[config.mk]
export PLATFORM = sky130hd
export DESIGN_NAME = axi_bus_flat
export DESIGN_NICKNAME = d
export VERILOG_FILES = /design/src/rtl/axi_bus_pkg.sv /design/src/rtl/axi_bus_if.sv /design/src/rtl/axi_bus_skid.sv /design/src/rtl/axi_bus.sv /design/src/flat_wrapper.sv
export SDC_FILE = /design/constraint.sdc
export NUM_CORES = 1
export LEC_CHECK = 0
export CAP_MARGIN = 5
export CORE_MARGIN = 3
export CORE_UTILIZATION = 45
export DETAILED_ROUTE_END_ITERATION = 8
export DONT_BUFFER_PORTS = 1
export PLACE_DENSITY = 0.63
export SETUP_SLACK_MARGIN = 0.5
export SKIP_CTS_REPAIR_TIMING = 1
export SYNTH_ARGS = -nofsm -noshare
export SYNTH_HDL_FRONTEND = slang
export SYNTH_SLANG_ARGS = --single-unit
export TNS_END_PERCENT = 10
[constraint.sdc]
create_clock -name clk -period 2.77 [get_ports clk]
set_input_delay 0.554 -clock clk [delete_from_list [all_inputs] [get_ports clk]]
set_output_delay 0.554 -clock clk [all_outputs]
set_load 0.02 [all_outputs]
[src/rtl/axi_bus_pkg.sv]
// rtl/axi_bus_pkg.sv - widths and per-channel payload structs for the AXI register slice
package axi_bus_pkg;

    localparam int AXI_ADDR_WIDTH = 32;
    localparam int AXI_DATA_WIDTH = 64;
    localparam int AXI_ID_WIDTH   = 6;
    localparam int AXI_USER_WIDTH = 1;
    localparam int AXI_STRB_WIDTH = AXI_DATA_WIDTH / 8;

    typedef struct packed {
        logic [AXI_ID_WIDTH-1:0]   id;
        logic [AXI_ADDR_WIDTH-1:0] addr;
        logic [7:0]                len;
        logic [2:0]                size;
        logic [1:0]                burst;
        logic                      lock;
        logic [3:0]                cache;
        logic [2:0]                prot;
        logic [3:0]                qos;
        logic [3:0]                region;
        logic [5:0]                atop;
        logic [AXI_USER_WIDTH-1:0] user;
    } aw_chan_t;

    typedef struct packed {
        logic [AXI_DATA_WIDTH-1:0] data;
        logic [AXI_STRB_WIDTH-1:0] strb;
        logic                      last;
        logic [AXI_USER_WIDTH-1:0] user;
    } w_chan_t;

    typedef struct packed {
        logic [AXI_ID_WIDTH-1:0]   id;
        logic [1:0]                resp;
        logic [AXI_USER_WIDTH-1:0] user;
    } b_chan_t;

    typedef struct packed {
        logic [AXI_ID_WIDTH-1:0]   id;
        logic [AXI_ADDR_WIDTH-1:0] addr;
        logic [7:0]                len;
        logic [2:0]                size;
        logic [1:0]                burst;
        logic                      lock;
        logic [3:0]                cache;
        logic [2:0]                prot;
        logic [3:0]                qos;
        logic [3:0]                region;
        logic [AXI_USER_WIDTH-1:0] user;
    } ar_chan_t;

    typedef struct packed {
        logic [AXI_ID_WIDTH-1:0]   id;
        logic [AXI_DATA_WIDTH-1:0] data;
        logic [1:0]                resp;
        logic                      last;
        logic [AXI_USER_WIDTH-1:0] user;
    } r_chan_t;

endpackage

[src/rtl/axi_bus_if.sv]
// rtl/axi_bus_if.sv - full five-channel AXI bus with manager/subordinate modports
interface axi_bus_if;
    import axi_bus_pkg::*;

    logic [AXI_ID_WIDTH-1:0]   aw_id;
    logic [AXI_ADDR_WIDTH-1:0] aw_addr;
    logic [7:0]                aw_len;
    logic [2:0]                aw_size;
    logic [1:0]                aw_burst;
    logic                      aw_lock;
    logic [3:0]                aw_cache;
    logic [2:0]                aw_prot;
    logic [3:0]                aw_qos;
    logic [3:0]                aw_region;
    logic [5:0]                aw_atop;
    logic [AXI_USER_WIDTH-1:0] aw_user;
    logic                      aw_valid;
    logic                      aw_ready;

    logic [AXI_DATA_WIDTH-1:0] w_data;
    logic [AXI_STRB_WIDTH-1:0] w_strb;
    logic                      w_last;
    logic [AXI_USER_WIDTH-1:0] w_user;
    logic                      w_valid;
    logic                      w_ready;

    logic [AXI_ID_WIDTH-1:0]   b_id;
    logic [1:0]                b_resp;
    logic [AXI_USER_WIDTH-1:0] b_user;
    logic                      b_valid;
    logic                      b_ready;

    logic [AXI_ID_WIDTH-1:0]   ar_id;
    logic [AXI_ADDR_WIDTH-1:0] ar_addr;
    logic [7:0]                ar_len;
    logic [2:0]                ar_size;
    logic [1:0]                ar_burst;
    logic                      ar_lock;
    logic [3:0]                ar_cache;
    logic [2:0]                ar_prot;
    logic [3:0]                ar_qos;
    logic [3:0]                ar_region;
    logic [AXI_USER_WIDTH-1:0] ar_user;
    logic                      ar_valid;
    logic                      ar_ready;

    logic [AXI_ID_WIDTH-1:0]   r_id;
    logic [AXI_DATA_WIDTH-1:0] r_data;
    logic [1:0]                r_resp;
    logic                      r_last;
    logic [AXI_USER_WIDTH-1:0] r_user;
    logic                      r_valid;
    logic                      r_ready;

    modport master (
        output aw_id, aw_addr, aw_len, aw_size, aw_burst, aw_lock, aw_cache, aw_prot,
               aw_qos, aw_region, aw_atop, aw_user, aw_valid,
        input  aw_ready,
        output w_data, w_strb, w_last, w_user, w_valid,
        input  w_ready,
        input  b_id, b_resp, b_user, b_valid,
        output b_ready,
        output ar_id, ar_addr, ar_len, ar_size, ar_burst, ar_lock, ar_cache, ar_prot,
               ar_qos, ar_region, ar_user, ar_valid,
        input  ar_ready,
        input  r_id, r_data, r_resp, r_last, r_user, r_valid,
        output r_ready
    );

    modport slave (
        input  aw_id, aw_addr, aw_len, aw_size, aw_burst, aw_lock, aw_cache, aw_prot,
               aw_qos, aw_region, aw_atop, aw_user, aw_valid,
        output aw_ready,
        input  w_data, w_strb, w_last, w_user, w_valid,
        output w_ready,
        output b_id, b_resp, b_user, b_valid,
        input  b_ready,
        input  ar_id, ar_addr, ar_len, ar_size, ar_burst, ar_lock, ar_cache, ar_prot,
               ar_qos, ar_region, ar_user, ar_valid,
        output ar_ready,
        output r_id, r_data, r_resp, r_last, r_user, r_valid,
        input  r_ready
    );

endinterface

[src/rtl/axi_bus_skid.sv]
// rtl/axi_bus_skid.sv - generic 2-entry skid buffer with fully registered outputs
module axi_bus_skid #(
    parameter int WIDTH = 8
) (
    input  logic             clk,
    input  logic             rstn,
    input  logic [WIDTH-1:0] in_data,
    input  logic             in_valid,
    output logic             in_ready,
    output logic [WIDTH-1:0] out_data,
    output logic             out_valid,
    input  logic             out_ready
);

    logic [1:0]       count;
    logic [1:0]       count_next;
    logic [WIDTH-1:0] spare;
    logic             push;
    logic             pop;

    assign push = in_valid && in_ready;
    assign pop  = out_valid && out_ready;

    // Occupancy after this cycle's push/pop.
    always_comb begin
        count_next = count;
        case ({push, pop})
            2'b10:   count_next = count + 2'd1;
            2'b01:   count_next = count - 2'd1;
            default: count_next = count;
        endcase
    end

    // Occupancy and handshake flags; ready/valid come straight from flops.
    always_ff @(posedge clk) begin
        if (!rstn) begin
            count     <= 2'd0;
            in_ready  <= 1'b0;
            out_valid <= 1'b0;
        end else begin
            count     <= count_next;
            in_ready  <= (count_next < 2'd2);
            out_valid <= (count_next != 2'd0);
        end
    end

    // Head register drives the output; spare holds the second beat while stalled.
    always_ff @(posedge clk) begin
        if (!rstn) begin
            out_data <= '0;
            spare    <= '0;
        end else if (pop) begin
            if (count == 2'd2) begin
                out_data <= spare;
            end else if (push) begin
                out_data <= in_data;
            end
        end else if (push) begin
            if (count == 2'd0) begin
                out_data <= in_data;
            end else begin
                spare <= in_data;
            end
        end
    end

endmodule

[src/rtl/axi_bus.sv]
// rtl/axi_bus.sv - AXI4 register slice: one skid buffer per channel
module axi_bus
    import axi_bus_pkg::*;
(
    input  logic      clk,
    input  logic      rstn,
    axi_bus_if.slave  s,
    axi_bus_if.master m
);

    aw_chan_t aw_in, aw_out;
    w_chan_t  w_in,  w_out;
    b_chan_t  b_in,  b_out;
    ar_chan_t ar_in, ar_out;
    r_chan_t  r_in,  r_out;

    assign aw_in = '{id: s.aw_id, addr: s.aw_addr, len: s.aw_len, size: s.aw_size,
                     burst: s.aw_burst, lock: s.aw_lock, cache: s.aw_cache, prot: s.aw_prot,
                     qos: s.aw_qos, region: s.aw_region, atop: s.aw_atop, user: s.aw_user};
    assign w_in  = '{data: s.w_data, strb: s.w_strb, last: s.w_last, user: s.w_user};
    assign b_in  = '{id: m.b_id, resp: m.b_resp, user: m.b_user};
    assign ar_in = '{id: s.ar_id, addr: s.ar_addr, len: s.ar_len, size: s.ar_size,
                     burst: s.ar_burst, lock: s.ar_lock, cache: s.ar_cache, prot: s.ar_prot,
                     qos: s.ar_qos, region: s.ar_region, user: s.ar_user};
    assign r_in  = '{id: m.r_id, data: m.r_data, resp: m.r_resp, last: m.r_last, user: m.r_user};

    assign m.aw_id     = aw_out.id;
    assign m.aw_addr   = aw_out.addr;
    assign m.aw_len    = aw_out.len;
    assign m.aw_size   = aw_out.size;
    assign m.aw_burst  = aw_out.burst;
    assign m.aw_lock   = aw_out.lock;
    assign m.aw_cache  = aw_out.cache;
    assign m.aw_prot   = aw_out.prot;
    assign m.aw_qos    = aw_out.qos;
    assign m.aw_region = aw_out.region;
    assign m.aw_atop   = aw_out.atop;
    assign m.aw_user   = aw_out.user;

    assign m.w_data = w_out.data;
    assign m.w_strb = w_out.strb;
    assign m.w_last = w_out.last;
    assign m.w_user = w_out.user;

    assign s.b_id   = b_out.id;
    assign s.b_resp = b_out.resp;
    assign s.b_user = b_out.user;

    assign m.ar_id     = ar_out.id;
    assign m.ar_addr   = ar_out.addr;
    assign m.ar_len    = ar_out.len;
    assign m.ar_size   = ar_out.size;
    assign m.ar_burst  = ar_out.burst;
    assign m.ar_lock   = ar_out.lock;
    assign m.ar_cache  = ar_out.cache;
    assign m.ar_prot   = ar_out.prot;
    assign m.ar_qos    = ar_out.qos;
    assign m.ar_region = ar_out.region;
    assign m.ar_user   = ar_out.user;

    assign s.r_id   = r_out.id;
    assign s.r_data = r_out.data;
    assign s.r_resp = r_out.resp;
    assign s.r_last = r_out.last;
    assign s.r_user = r_out.user;

    axi_bus_skid #(.WIDTH($bits(aw_chan_t))) u_aw (
        .clk(clk), .rstn(rstn),
        .in_data(aw_in), .in_valid(s.aw_valid), .in_ready(s.aw_ready),
        .out_data(aw_out), .out_valid(m.aw_valid), .out_ready(m.aw_ready)
    );

    axi_bus_skid #(.WIDTH($bits(w_chan_t))) u_w (
        .clk(clk), .rstn(rstn),
        .in_data(w_in), .in_valid(s.w_valid), .in_ready(s.w_ready),
        .out_data(w_out), .out_valid(m.w_valid), .out_ready(m.w_ready)
    );

    axi_bus_skid #(.WIDTH($bits(b_chan_t))) u_b (
        .clk(clk), .rstn(rstn),
        .in_data(b_in), .in_valid(m.b_valid), .in_ready(m.b_ready),
        .out_data(b_out), .out_valid(s.b_valid), .out_ready(s.b_ready)
    );

    axi_bus_skid #(.WIDTH($bits(ar_chan_t))) u_ar (
        .clk(clk), .rstn(rstn),
        .in_data(ar_in), .in_valid(s.ar_valid), .in_ready(s.ar_ready),
        .out_data(ar_out), .out_valid(m.ar_valid), .out_ready(m.ar_ready)
    );

    axi_bus_skid #(.WIDTH($bits(r_chan_t))) u_r (
        .clk(clk), .rstn(rstn),
        .in_data(r_in), .in_valid(m.r_valid), .in_ready(m.r_ready),
        .out_data(r_out), .out_valid(s.r_valid), .out_ready(s.r_ready)
    );

endmodule

[src/flat_wrapper.sv]
// flat-port wrapper written by rule: the top's interface ports become plain ports
module axi_bus_flat import axi_bus_pkg::*;
  (clk, rstn, s_aw_id, s_aw_addr, s_aw_len, s_aw_size, s_aw_burst, s_aw_lock, s_aw_cache, s_aw_prot, s_aw_qos, s_aw_region, s_aw_atop, s_aw_user, s_aw_valid, s_aw_ready, s_w_data, s_w_strb, s_w_last, s_w_user, s_w_valid, s_w_ready, s_b_id, s_b_resp, s_b_user, s_b_valid, s_b_ready, s_ar_id, s_ar_addr, s_ar_len, s_ar_size, s_ar_burst, s_ar_lock, s_ar_cache, s_ar_prot, s_ar_qos, s_ar_region, s_ar_user, s_ar_valid, s_ar_ready, s_r_id, s_r_data, s_r_resp, s_r_last, s_r_user, s_r_valid, s_r_ready, m_aw_id, m_aw_addr, m_aw_len, m_aw_size, m_aw_burst, m_aw_lock, m_aw_cache, m_aw_prot, m_aw_qos, m_aw_region, m_aw_atop, m_aw_user, m_aw_valid, m_aw_ready, m_w_data, m_w_strb, m_w_last, m_w_user, m_w_valid, m_w_ready, m_b_id, m_b_resp, m_b_user, m_b_valid, m_b_ready, m_ar_id, m_ar_addr, m_ar_len, m_ar_size, m_ar_burst, m_ar_lock, m_ar_cache, m_ar_prot, m_ar_qos, m_ar_region, m_ar_user, m_ar_valid, m_ar_ready, m_r_id, m_r_data, m_r_resp, m_r_last, m_r_user, m_r_valid, m_r_ready);
  axi_bus_if s_i ();
  axi_bus_if m_i ();
  input  logic clk;
  input  logic rstn;
  input wire logic [$bits(s_i.aw_id)-1:0] s_aw_id;
  input wire logic [$bits(s_i.aw_addr)-1:0] s_aw_addr;
  input wire logic [$bits(s_i.aw_len)-1:0] s_aw_len;
  input wire logic [$bits(s_i.aw_size)-1:0] s_aw_size;
  input wire logic [$bits(s_i.aw_burst)-1:0] s_aw_burst;
  input wire logic [$bits(s_i.aw_lock)-1:0] s_aw_lock;
  input wire logic [$bits(s_i.aw_cache)-1:0] s_aw_cache;
  input wire logic [$bits(s_i.aw_prot)-1:0] s_aw_prot;
  input wire logic [$bits(s_i.aw_qos)-1:0] s_aw_qos;
  input wire logic [$bits(s_i.aw_region)-1:0] s_aw_region;
  input wire logic [$bits(s_i.aw_atop)-1:0] s_aw_atop;
  input wire logic [$bits(s_i.aw_user)-1:0] s_aw_user;
  input wire logic [$bits(s_i.aw_valid)-1:0] s_aw_valid;
  output wire logic [$bits(s_i.aw_ready)-1:0] s_aw_ready;
  input wire logic [$bits(s_i.w_data)-1:0] s_w_data;
  input wire logic [$bits(s_i.w_strb)-1:0] s_w_strb;
  input wire logic [$bits(s_i.w_last)-1:0] s_w_last;
  input wire logic [$bits(s_i.w_user)-1:0] s_w_user;
  input wire logic [$bits(s_i.w_valid)-1:0] s_w_valid;
  output wire logic [$bits(s_i.w_ready)-1:0] s_w_ready;
  output wire logic [$bits(s_i.b_id)-1:0] s_b_id;
  output wire logic [$bits(s_i.b_resp)-1:0] s_b_resp;
  output wire logic [$bits(s_i.b_user)-1:0] s_b_user;
  output wire logic [$bits(s_i.b_valid)-1:0] s_b_valid;
  input wire logic [$bits(s_i.b_ready)-1:0] s_b_ready;
  input wire logic [$bits(s_i.ar_id)-1:0] s_ar_id;
  input wire logic [$bits(s_i.ar_addr)-1:0] s_ar_addr;
  input wire logic [$bits(s_i.ar_len)-1:0] s_ar_len;
  input wire logic [$bits(s_i.ar_size)-1:0] s_ar_size;
  input wire logic [$bits(s_i.ar_burst)-1:0] s_ar_burst;
  input wire logic [$bits(s_i.ar_lock)-1:0] s_ar_lock;
  input wire logic [$bits(s_i.ar_cache)-1:0] s_ar_cache;
  input wire logic [$bits(s_i.ar_prot)-1:0] s_ar_prot;
  input wire logic [$bits(s_i.ar_qos)-1:0] s_ar_qos;
  input wire logic [$bits(s_i.ar_region)-1:0] s_ar_region;
  input wire logic [$bits(s_i.ar_user)-1:0] s_ar_user;
  input wire logic [$bits(s_i.ar_valid)-1:0] s_ar_valid;
  output wire logic [$bits(s_i.ar_ready)-1:0] s_ar_ready;
  output wire logic [$bits(s_i.r_id)-1:0] s_r_id;
  output wire logic [$bits(s_i.r_data)-1:0] s_r_data;
  output wire logic [$bits(s_i.r_resp)-1:0] s_r_resp;
  output wire logic [$bits(s_i.r_last)-1:0] s_r_last;
  output wire logic [$bits(s_i.r_user)-1:0] s_r_user;
  output wire logic [$bits(s_i.r_valid)-1:0] s_r_valid;
  input wire logic [$bits(s_i.r_ready)-1:0] s_r_ready;
  output wire logic [$bits(m_i.aw_id)-1:0] m_aw_id;
  output wire logic [$bits(m_i.aw_addr)-1:0] m_aw_addr;
  output wire logic [$bits(m_i.aw_len)-1:0] m_aw_len;
  output wire logic [$bits(m_i.aw_size)-1:0] m_aw_size;
  output wire logic [$bits(m_i.aw_burst)-1:0] m_aw_burst;
  output wire logic [$bits(m_i.aw_lock)-1:0] m_aw_lock;
  output wire logic [$bits(m_i.aw_cache)-1:0] m_aw_cache;
  output wire logic [$bits(m_i.aw_prot)-1:0] m_aw_prot;
  output wire logic [$bits(m_i.aw_qos)-1:0] m_aw_qos;
  output wire logic [$bits(m_i.aw_region)-1:0] m_aw_region;
  output wire logic [$bits(m_i.aw_atop)-1:0] m_aw_atop;
  output wire logic [$bits(m_i.aw_user)-1:0] m_aw_user;
  output wire logic [$bits(m_i.aw_valid)-1:0] m_aw_valid;
  input wire logic [$bits(m_i.aw_ready)-1:0] m_aw_ready;
  output wire logic [$bits(m_i.w_data)-1:0] m_w_data;
  output wire logic [$bits(m_i.w_strb)-1:0] m_w_strb;
  output wire logic [$bits(m_i.w_last)-1:0] m_w_last;
  output wire logic [$bits(m_i.w_user)-1:0] m_w_user;
  output wire logic [$bits(m_i.w_valid)-1:0] m_w_valid;
  input wire logic [$bits(m_i.w_ready)-1:0] m_w_ready;
  input wire logic [$bits(m_i.b_id)-1:0] m_b_id;
  input wire logic [$bits(m_i.b_resp)-1:0] m_b_resp;
  input wire logic [$bits(m_i.b_user)-1:0] m_b_user;
  input wire logic [$bits(m_i.b_valid)-1:0] m_b_valid;
  output wire logic [$bits(m_i.b_ready)-1:0] m_b_ready;
  output wire logic [$bits(m_i.ar_id)-1:0] m_ar_id;
  output wire logic [$bits(m_i.ar_addr)-1:0] m_ar_addr;
  output wire logic [$bits(m_i.ar_len)-1:0] m_ar_len;
  output wire logic [$bits(m_i.ar_size)-1:0] m_ar_size;
  output wire logic [$bits(m_i.ar_burst)-1:0] m_ar_burst;
  output wire logic [$bits(m_i.ar_lock)-1:0] m_ar_lock;
  output wire logic [$bits(m_i.ar_cache)-1:0] m_ar_cache;
  output wire logic [$bits(m_i.ar_prot)-1:0] m_ar_prot;
  output wire logic [$bits(m_i.ar_qos)-1:0] m_ar_qos;
  output wire logic [$bits(m_i.ar_region)-1:0] m_ar_region;
  output wire logic [$bits(m_i.ar_user)-1:0] m_ar_user;
  output wire logic [$bits(m_i.ar_valid)-1:0] m_ar_valid;
  input wire logic [$bits(m_i.ar_ready)-1:0] m_ar_ready;
  input wire logic [$bits(m_i.r_id)-1:0] m_r_id;
  input wire logic [$bits(m_i.r_data)-1:0] m_r_data;
  input wire logic [$bits(m_i.r_resp)-1:0] m_r_resp;
  input wire logic [$bits(m_i.r_last)-1:0] m_r_last;
  input wire logic [$bits(m_i.r_user)-1:0] m_r_user;
  input wire logic [$bits(m_i.r_valid)-1:0] m_r_valid;
  output wire logic [$bits(m_i.r_ready)-1:0] m_r_ready;
  assign s_i.aw_id = s_aw_id;
  assign s_i.aw_addr = s_aw_addr;
  assign s_i.aw_len = s_aw_len;
  assign s_i.aw_size = s_aw_size;
  assign s_i.aw_burst = s_aw_burst;
  assign s_i.aw_lock = s_aw_lock;
  assign s_i.aw_cache = s_aw_cache;
  assign s_i.aw_prot = s_aw_prot;
  assign s_i.aw_qos = s_aw_qos;
  assign s_i.aw_region = s_aw_region;
  assign s_i.aw_atop = s_aw_atop;
  assign s_i.aw_user = s_aw_user;
  assign s_i.aw_valid = s_aw_valid;
  assign s_aw_ready = s_i.aw_ready;
  assign s_i.w_data = s_w_data;
  assign s_i.w_strb = s_w_strb;
  assign s_i.w_last = s_w_last;
  assign s_i.w_user = s_w_user;
  assign s_i.w_valid = s_w_valid;
  assign s_w_ready = s_i.w_ready;
  assign s_b_id = s_i.b_id;
  assign s_b_resp = s_i.b_resp;
  assign s_b_user = s_i.b_user;
  assign s_b_valid = s_i.b_valid;
  assign s_i.b_ready = s_b_ready;
  assign s_i.ar_id = s_ar_id;
  assign s_i.ar_addr = s_ar_addr;
  assign s_i.ar_len = s_ar_len;
  assign s_i.ar_size = s_ar_size;
  assign s_i.ar_burst = s_ar_burst;
  assign s_i.ar_lock = s_ar_lock;
  assign s_i.ar_cache = s_ar_cache;
  assign s_i.ar_prot = s_ar_prot;
  assign s_i.ar_qos = s_ar_qos;
  assign s_i.ar_region = s_ar_region;
  assign s_i.ar_user = s_ar_user;
  assign s_i.ar_valid = s_ar_valid;
  assign s_ar_ready = s_i.ar_ready;
  assign s_r_id = s_i.r_id;
  assign s_r_data = s_i.r_data;
  assign s_r_resp = s_i.r_resp;
  assign s_r_last = s_i.r_last;
  assign s_r_user = s_i.r_user;
  assign s_r_valid = s_i.r_valid;
  assign s_i.r_ready = s_r_ready;
  assign m_aw_id = m_i.aw_id;
  assign m_aw_addr = m_i.aw_addr;
  assign m_aw_len = m_i.aw_len;
  assign m_aw_size = m_i.aw_size;
  assign m_aw_burst = m_i.aw_burst;
  assign m_aw_lock = m_i.aw_lock;
  assign m_aw_cache = m_i.aw_cache;
  assign m_aw_prot = m_i.aw_prot;
  assign m_aw_qos = m_i.aw_qos;
  assign m_aw_region = m_i.aw_region;
  assign m_aw_atop = m_i.aw_atop;
  assign m_aw_user = m_i.aw_user;
  assign m_aw_valid = m_i.aw_valid;
  assign m_i.aw_ready = m_aw_ready;
  assign m_w_data = m_i.w_data;
  assign m_w_strb = m_i.w_strb;
  assign m_w_last = m_i.w_last;
  assign m_w_user = m_i.w_user;
  assign m_w_valid = m_i.w_valid;
  assign m_i.w_ready = m_w_ready;
  assign m_i.b_id = m_b_id;
  assign m_i.b_resp = m_b_resp;
  assign m_i.b_user = m_b_user;
  assign m_i.b_valid = m_b_valid;
  assign m_b_ready = m_i.b_ready;
  assign m_ar_id = m_i.ar_id;
  assign m_ar_addr = m_i.ar_addr;
  assign m_ar_len = m_i.ar_len;
  assign m_ar_size = m_i.ar_size;
  assign m_ar_burst = m_i.ar_burst;
  assign m_ar_lock = m_i.ar_lock;
  assign m_ar_cache = m_i.ar_cache;
  assign m_ar_prot = m_i.ar_prot;
  assign m_ar_qos = m_i.ar_qos;
  assign m_ar_region = m_i.ar_region;
  assign m_ar_user = m_i.ar_user;
  assign m_ar_valid = m_i.ar_valid;
  assign m_i.ar_ready = m_ar_ready;
  assign m_i.r_id = m_r_id;
  assign m_i.r_data = m_r_data;
  assign m_i.r_resp = m_r_resp;
  assign m_i.r_last = m_r_last;
  assign m_i.r_user = m_r_user;
  assign m_i.r_valid = m_r_valid;
  assign m_r_ready = m_i.r_ready;
  axi_bus u_core (.clk(clk), .rstn(rstn), .s(s_i), .m(m_i));
endmodule
==> results_dict.tcl, run 1 <==
set metrics [dict create \
    insertion_delay_ns 0.59 \
    hpwl_mm 46.5 \
    cts_root_buffer "clkbuf_16" \
    drive_above_1_share_pct 6.60 \
    cts.htree.levels 3 \
    crit_chain "or3b_2, buf_6, o21ai_0" \
    power_density_mw_per_mm2 854 \
    synth_edf_count 0 \
    critPathArrivalTime_ns 2.82 \
    viasPerCell 5.73 \
    ys_ff_latch 618 \
    antenna_found_initial 1 \
    grt_usage_pct 23.1 \
    status "finished with violations" \
    violations "slew limit" \
    p_total_mw 24.1 \
    finalSetupViolCount 0 \
    hold_class "input port to flop" \
    gp_congestion 0.845 \
    async_reset_ff_share_pct 0 \
    slew_headroom_pct -48.7 \
    placementRows 86 \
    cts-buffers-inserted 67 \
    crit_path_top_delay_cell "or3b_2" \
    wl_mm 72.5 \
    min_period_over_period_pct 86.4 \
    endpoint_kind "flop" \
    syn_avg_cell_area_um2 9.20 \
    synth_flop_cell "dfxtp_1" \
    port_buffers 0 \
    cap_violations 0 \
    clkTransAtPathRegs_ns 0.06 \
    yosys-top-cells-count "dfxtp_1, nand2_1, mux2i_1, a21boi_0, o211ai_1" \
    clock_path_buffers 3 \
    vdd_drop_max_mv 0.461 \
    slowest_delay_ns 0.74 \
    start_util_pct 46.0 \
    post-route-drc-count 0 \
    crit_required_ns 3.20 \
    n_antenna_cell 0 \
    crit_family "simple AND/OR/NAND/NOR gates" \
    nets 2954 \
    fp.coreArea_mm2 0.0557 \
    crit_type "input port to flop" \
    p_leak_nw 11.6 \
    firstDrtPassIters 5 \
    path_buf_inv 1 \
    wire_per_inst_um 21.1 \
    crit_fanout 622 \
    area_delta_synth_final_pct 10.4 \
    grt_max_degree 623 \
    vias 19668 \
    synth.most_common_cell "dfxtp_1" \
    ys_seq_area_share_pct 48.3 \
    grt_overflow_total 0 \
    start_kind "input port" \
    fin_util_pct 50.7 \
    synth.area.top_cells "dfxtp_1, mux2i_1, nand2_1, a21boi_0, o211ai_1" \
    setup_slack_ns 0.377 \
    first_global_vias 18969 \
    dieArea_mm2 0.0598 \
    design.portCount 620 \
    grt_pass1_wl_mm 112 \
    syn_inst 2783 \
    worstMarginPinSlew_ns 2.23 \
    ys_warn_count 0 \
    period_needed_ns 2.39 \
    synth_area_mm2 0.0256 \
    hold_viol 0 \
    synth.top_cell.area_share_pct 48.3 \
    fin_skew_ns 0.0272 \
    rsz0062_at_grt "yes" \
    antenna_left 0 \
    dieWidth_um 245 \
    preCtsSetupSlack_ns 0.557 \
    cts_tree "yes" \
    first_iter_violations 1366 \
    clock_sink_count 618 \
    syn_nets 3104 \
    synth_top_cell_by_area "dfxtp_1" \
    setup-tns-final_ns 0 \
    die_height_um 245 \
    fmax_ghz 0.418 \
    synth_cell_types 34 \
    slew_viol_final 304 \
    holdWs_ns 0.103 \
]
==> report_power, final <==
part           internal (mW)  switching (mW)
logic                   1.16            2.56
clock network           5.54            3.64
registers               9.84            1.41
total                   16.5            7.61
==> cell usage in the layout, fill, tap and decap left out, drive strengths merged, types with 5 or more instances in the layout <==
cell / count
nor2b: 19
a21oi: 6
clkbuf: 97
and2: 10
xor2: 16
nand2: 610
a21boi: 290
clkinv: 13
dfxtp: 618
o211ai: 290
o211a: 9
ha: 10
o21ai: 292
nand2b: 5
mux2i: 308
buf: 43
bufinv: 5
inv: 8
==> worst paths after layout <==
kind / startpoint / endpoint / slack [ns] / depth (start not counted)
max: rstn / u_core.u_aw.out_data[2] / 0.38 / 3
min: s_ar_addr[5] / u_core.u_ar.spare[35] / 0.10 / 2
max reg2reg: u_core.u_ar.out_valid / u_core.u_ar.out_data[25] / 0.58 / 5
min reg2reg: u_core.u_ar.spare[58] / u_core.u_ar.spare[58] / 0.46 / 2
==> routing by layer <==
metal	vias up	global-route usage, %	routed length [um]
met1	9389	26.9	28100
li1	9459	-	-
met3	144	9.25	7220
met2	674	38.2	34400
met5	-	0	13
met4	2	8.70	2780
==> sequential cells by signal, summed over array words and instances (netlist names), 68 cells and up <==
register	flops
u_core.u_ar.out_data	68
u_core.u_ar.spare	68
u_core.u_aw.out_data	74
u_core.u_aw.spare	74
u_core.u_r.out_data	74
u_core.u_r.spare	74
u_core.u_w.out_data	74
u_core.u_w.spare	74
==> cell families after synthesis <==
kind of cell | share of synthesized area (%)
AOI/OAI and AO/OA | 23.6
and+or+nand+nor | 10.2
DFF | 48.3
muxes | 12.0
buffers and inverters | 4.70
xor gates and xnor gates | 0.615
adders and majority gates | 0.488
==> metrics by stage <==
stage,area [um2],instances
floorplan,25600,2783
global placement,26000,3312
detailed placement,26000,3312
CTS,28300,3430
global route,28300,3430
finish,28300,3430
==> worst reg2reg max path, cell delays in order, from the launching register on <==
cell and delay (ns):
dfxtp_1 0.56, nand2_1 0.16, ha_1 0.21, nand2b_2 0.18
or3b_4 0.66, o21ai_0 0.34
==> layout make-up <==
class                      instances  area [um2]
multi-input combinational       1896       12200
clock inverter                    21         280
sequential                       618       12400
timing repair buffer              43         489
tap                              748         936
inverter                           7        26.3
fill                            5164       27500
clock buffer                      97        2010
Note: power is estimated with default switching activity, not from simulation.
==> run 2: changes to the inputs <==
--- a/config.mk
+++ b/config.mk
@@ -10,6 +10,7 @@
 export CORE_UTILIZATION = 45
 export DETAILED_ROUTE_END_ITERATION = 8
 export DONT_BUFFER_PORTS = 1
+export GPL_TIMING_DRIVEN = 0
 export PLACE_DENSITY = 0.63
 export SETUP_SLACK_MARGIN = 0.5
 export SKIP_CTS_REPAIR_TIMING = 1
==> run 2 against run 1 <==
Compared with the run above:
- the run now ends clean
- sequential power hardly changed
- clock skew is 0.0021 ns lower
- utilization is 1.1 points higher
- first-iteration DRC count is 15% lower
- register-to-register slack worse by 0.09 ns
- final area is 2.1% higher
- cell count is 6.4% higher
- non-clock buffer count is 221 higher
- die area stayed put
- hold slack worse by 0.014 ns
- critical path depth is 4 higher
- sequential cell count stayed put
==> results_dict.tcl, run 2 (synthesis gave the netlist of run 1 again) <==
set metrics [dict create \
    firstDrtPassIters 5 \
    setup_slack_ns 0.490 \
    first_global_vias 20373 \
    start_kind "flop" \
    crit_required_ns 3.24 \
    cts_root_buffer "clkbuf_16" \
    drive_above_1_share_pct 7.00 \
    critPathArrivalTime_ns 2.75 \
    fmax_ghz 0.439 \
    cts.htree.levels 3 \
    preCtsSetupSlack_ns -0.512 \
    dieArea_mm2 0.0598 \
    place_inst 3531 \
    wl_mm 81.1 \
    viasPerCell 5.69 \
    rsz0062_at_grt "yes" \
    first_iter_violations 1159 \
    start_util_pct 46.0 \
    hold_class "input port to flop" \
    power_density_mw_per_mm2 845 \
    gp_congestion 0.899 \
    grt_usage_pct 26.1 \
    hold_viol 0 \
    final_common_cell "dfxtp_1" \
    die_height_um 245 \
    slowest_delay_ns 0.54 \
    cap_violations 0 \
    nets 3176 \
    period_needed_ns 2.28 \
    fp.coreArea_mm2 0.0557 \
    clock_path_buffers 3 \
    min_period_over_period_pct 82.3 \
    wire_per_inst_um 22.2 \
    grt_pass1_wl_mm 122 \
    hpwl_mm 60.9 \
    crit_type "flop to flop" \
    status "finished clean" \
    design.portCount 620 \
    layout.cells.non_filler 3650 \
    fin_skew_ns 0.0251 \
    clock_sink_count 618 \
    endpoint_kind "flop" \
    grt_max_degree 14 \
    post-route-drc-count 0 \
    final.fill_count 5153 \
    cts_tree "yes" \
    slew_headroom_pct 30.4 \
    crit_chain "nand2_1, ha_1, nand2b_1, clkbuf_1, clkbuf_1, o211ai_1, o21ai_1" \
    p_leak_nw 11.8 \
    vias 20754 \
    crit_fanout 10 \
    grt_overflow_total 0 \
    vdd_drop_max_mv 0.540 \
    antenna_left 0 \
    worstMarginPinSlew_ns 1.04 \
    area_delta_synth_final_pct 12.7 \
    n_antenna_cell 0 \
    slew_viol_final 0 \
    dieWidth_um 245 \
    layout_common_cells "dfxtp_1, nand2_1, mux2i_1, o211ai_1, a21boi_0" \
    clkTransAtPathRegs_ns 0.06 \
    finalSetupViolCount 0 \
    cpMostUsedCell "clkbuf_1" \
    insertion_delay_ns 0.61 \
    antenna_found_initial 0 \
    setup-tns-final_ns 0 \
    placementRows 86 \
    crit_path_top_delay_cell "dfxtp_1" \
    cts-buffers-inserted 68 \
    port_buffers 0 \
]
-- run 2: changes by cell type in the layout (fill, tap and decap cells not counted), moves of 7 or more --
cell	previous run	this run
buf_1	0	33
buf_12	13	0
buf_2	0	57
buf_4	29	3
buf_6	1	16
clkbuf_1	11	156
clkbuf_2	0	7
-- run 2: area by class of cell --
cell class                      instances  area (um2)  area share, %
Sequential cell                       618       12400           42.9
Multi-Input combinational cell       1896       12000           41.7
Clock buffer                           95        2030           7.02
Buffer                                262        1190           4.11
Tap cell                              748         936           3.24
Clock inverter                         22         248          0.858
Inverter                                7        26.3         0.0910
Timing Repair Buffer                    2        15.0         0.0520
-- run 2: through the flow --
| stage | hold slack, ns | power (mW) | area [um2] | utilization, % |
|---|---|---|---|---|
| 2_1_floorplan | 0.443 | 14.0 | 25600 | - |
| 6_report | 0.0890 | 24.4 | 28900 | 51.8 |
| 3_5_place_dp | 0.456 | 15.3 | 26600 | 47.6 |
| 4_1_cts | 0.0487 | 24.5 | 28800 | 51.7 |
| 3_3_place_gp | 0.449 | 15.2 | 26600 | 47.6 |
| 5_1_grt | 0.0702 | 25.5 | 28900 | 51.8 |
-- run 2: report_power, final --
group	switching, mW	internal [mW]
Combinational	2.73	1.23
Sequential	1.43	9.84
Clock	3.67	5.48
Total	7.83	16.6
-- run 2: final timing paths --
kind                          from                  endpoint  slack [ns]  cells past startpoint
max           u_core.u_aw.in_ready  u_core.u_aw.out_data[46]        0.49                      7
min                    s_w_strb[7]       u_core.u_w.spare[9]        0.09                      2
max reg2reg   u_core.u_aw.in_ready  u_core.u_aw.out_data[46]        0.49                      7
min reg2reg  u_core.u_aw.spare[48]     u_core.u_aw.spare[48]        0.46                      2
-- run 2: routing by layer --
metal	global-route usage, %	wire (um)	up-vias
met1	29.4	30700	9910
met4	11.7	3760	0
met2	43.6	38500	735
met3	10.2	8100	195
met5	0	0	-
li1	-	-	9914
-- run 2: worst max-delay path, delay by kind of cell, from the launching register on --
kind	cells	cell delay (ns)
fa+ha+maj	1	0.22
buf+inv	2	0.68
compound gates	2	0.35
simple gates	2	0.34
flops	1	0.54
==> run 3: changes to the inputs <==
--- a/config.mk
+++ b/config.mk
@@ -5,6 +5,7 @@
 export SDC_FILE = /design/constraint.sdc
 export NUM_CORES = 1
 export LEC_CHECK = 0
+export ABC_AREA = 1
 export CAP_MARGIN = 5
 export CORE_MARGIN = 3
 export CORE_UTILIZATION = 45
==> constraint.sdc (replaced) <==
create_clock -name clk -period 2.2 [get_ports clk]
set_input_delay 0.44 -clock clk [delete_from_list [all_inputs] [get_ports clk]]
set_output_delay 0.44 -clock clk [all_outputs]
set_load 0.02 [all_outputs]
==> run 3 against run 2 <==
Compared with the run above:
- the run now ends with hold timing left
- utilization grew 4.7 points
- via count rose by 29%
- combinational power up 51%
- largest power group unchanged
==> results_dict.tcl, run 3 <==
set metrics [dict create \
    dieWidth_um 252 \
    area_delta_synth_final_pct 23.1 \
    min_period_over_period_pct 76.7 \
    vdd_drop_max_mv 0.606 \
    syn_avg_cell_area_um2 6.30 \
    antenna_left 0 \
    fp.coreArea_mm2 0.0595 \
    placed_cell_area_mm2 0.0282 \
    endpoint_kind "flop" \
    first_iter_violations 2225 \
    yosys-top-cells-count "nand2_1, dfxtp_1, nor2_1, inv_1, a21oi_1" \
    crit_end "u_core.u_w.out_data[24]" \
    dieArea_mm2 0.0636 \
    rsz0062_at_grt "yes" \
    cts_tree "yes" \
    grt_pass1_wl_mm 131 \
    design_area_mm2 0.0336 \
    met1_length_mm 37.6 \
    grt_usage_pct 26.3 \
    period_needed_ns 1.69 \
    synth_area_mm2 0.0273 \
    ys_warn_count 0 \
    fmax_ghz 0.593 \
    p_leak_nw 16.0 \
    drive_above_1_share_pct 6.99 \
    cpMostUsedCell "nor2_1" \
    synth_edf_count 0 \
    routed.top_layer "met4" \
    rrSetupSlack_ns 0.51 \
    syn_nets 4649 \
    final_common_cell "nand2_1" \
    synth_flop_cell "dfxtp_1" \
    nets 5006 \
    insertion_delay_ns 0.61 \
    r2r-start "u_core.u_w.in_ready" \
    wl_met3_mm 9.43 \
    synth_cell_types 20 \
    cts.htree.levels 3 \
    power_density_mw_per_mm2 972 \
    ys_seq_area_share_pct 45.4 \
    cap_violations 0 \
    clock_path_buffers 3 \
    slew_viol_final 0 \
    synth.most_common_cell "nand2_1" \
    reg2reg_depth 8 \
    crit_chain "nand2_2, ha_1, inv_1, nand3_4, buf_4, buf_2, nor2_1, nor2_1" \
    cts-buffers-inserted 69 \
    port_buffers 0 \
    die_height_um 252 \
    clock_sink_count 618 \
    firstDrtPassIters 5 \
    start_kind "flop" \
    crit_fanout 10 \
    design.portCount 620 \
    placementRows 89 \
    crit_type "flop to flop" \
    holdWs_ns -0.0247 \
    hold_viol 7 \
    critPathLaunch "u_core.u_w.in_ready" \
    r2r_end "u_core.u_w.out_data[24]" \
    ys_ff_latch 618 \
    hold_class "input port to flop" \
    grt_max_degree 14 \
    syn_inst 4328 \
    critPathArrivalTime_ns 2.18 \
    gp_congestion 0.892 \
    wl_met2_mm 44.9 \
    status "finished with violations" \
    finalSetupViolCount 0 \
    antenna_found_initial 1 \
    synth.top_cell.area_share_pct 45.4 \
    slowest_delay_ns 0.40 \
    crit_required_ns 2.69 \
    wl_mm 96.1 \
    setup-tns-final_ns 0 \
    layout_common_cells "nand2_1, nor2_1, dfxtp_1, inv_1, a21oi_1" \
    wire_per_inst_um 17.5 \
    synth_top_cell_by_area "dfxtp_1" \
    grt_overflow_total 0 \
    hpwl_mm 64.7 \
    viasPerCell 4.88 \
    clkTransAtPathRegs_ns 0.06 \
    fin_skew_ns 0.0246 \
    post-route-drc-count 0 \
    slew_headroom_pct 39.0 \
    async_reset_ff_share_pct 0 \
    p_total_mw 32.6 \
    synth.area.top_cells "dfxtp_1, nand2_1, nor2_1, a21oi_1, inv_1" \
    violations "hold timing" \
    cts_root_buffer "clkbuf_16" \
    vias 26876 \
    start_util_pct 45.9 \
    worstMarginPinSlew_ns 0.915 \
    first_global_vias 22415 \
    crit_path_top_delay_cell "dfxtp_4" \
]
-- run 3: worst min path at each step --
| stage | startpoint | end | slack (ns) | cells past startpoint |
|---|---|---|---|---|
| after global routing | s_ar_qos[3] | u_core.u_ar.spare[8] | 0.0002 | 2 |
| after detailed placement | u_core.u_r.spare[67] | u_core.u_r.spare[67] | 0.46 | 2 |
| after global placement | u_core.u_ar.spare[47] | u_core.u_ar.spare[47] | 0.45 | 2 |
| after CTS | s_w_strb[3] | u_core.u_w.spare[5] | -0.07 | 2 |
| after floorplan | u_core.u_ar.spare[47] | u_core.u_ar.spare[47] | 0.44 | 2 |
| final | s_aw_size[1] | u_core.u_aw.spare[26] | -0.02 | 2 |
-- run 3: layer usage --
| metal | vias up | track usage (%) |
|---|---|---|
| li1 | 13605 | - |
| met1 | 12016 | 30.5 |
| met2 | 1002 | 43.2 |
| met3 | 253 | 10.6 |
| met4 | 0 | 11.6 |
| met5 | - | 0 |
-- run 3: area by class of cell --
cell class / instances / area [um2]
fill: 5899 / 25900
sequential: 618 / 12400
multi-input combinational: 3120 / 12300
timing repair buffer: 286 / 2880
clock buffer: 105 / 2080
buffer: 255 / 1470
inverter: 335 / 1260
tap: 773 / 967
clock inverter: 14 / 153
antenna: 2 / 5.00
-- run 3: kinds of logic after synthesis --
group | after synthesis | share of synthesized area [%]
adder cells (fa/ha/maj) | 10 | 0.459
AO/OA/AOI/OAI | 299 | 5.49
flip-flops | 618 | 45.4
AND/OR/NAND/NOR | 2811 | 39.0
buffers and inverters | 590 | 9.72
-- run 3: worst max-delay path, delay by kind of cell (launching register included) --
kind | cells | cell delay [ns]
adder cells (fa/ha/maj) | 1 | 0.20
AND/OR/NAND/NOR | 4 | 0.49
buffers and inverters | 3 | 0.50
flip-flops | 1 | 0.40
-- run 3: power breakdown --
part           total (mW)  internal [mW]  switching [mW]
logic                5.98           2.28            3.70
clock network        11.5           6.76            4.72
registers            15.2           12.7            2.49
-- run 3: per-stage QoR --
| stage | setup slack [ns] | hold WS, ns | util [%] | instances |
|---|---|---|---|---|
| after CTS | -0.141 | -0.0709 | 51.3 | 5220 |
| after global placement | -0.186 | 0.452 | 47.5 | 5101 |
| after global routing | 0.421 | 0.000186 | 56.4 | 5506 |
| after floorplan | 0.640 | 0.444 | - | 4328 |
| after detailed placement | -0.179 | 0.455 | 47.5 | 5101 |
| final | 0.513 | -0.0247 | 56.4 | 5508 |
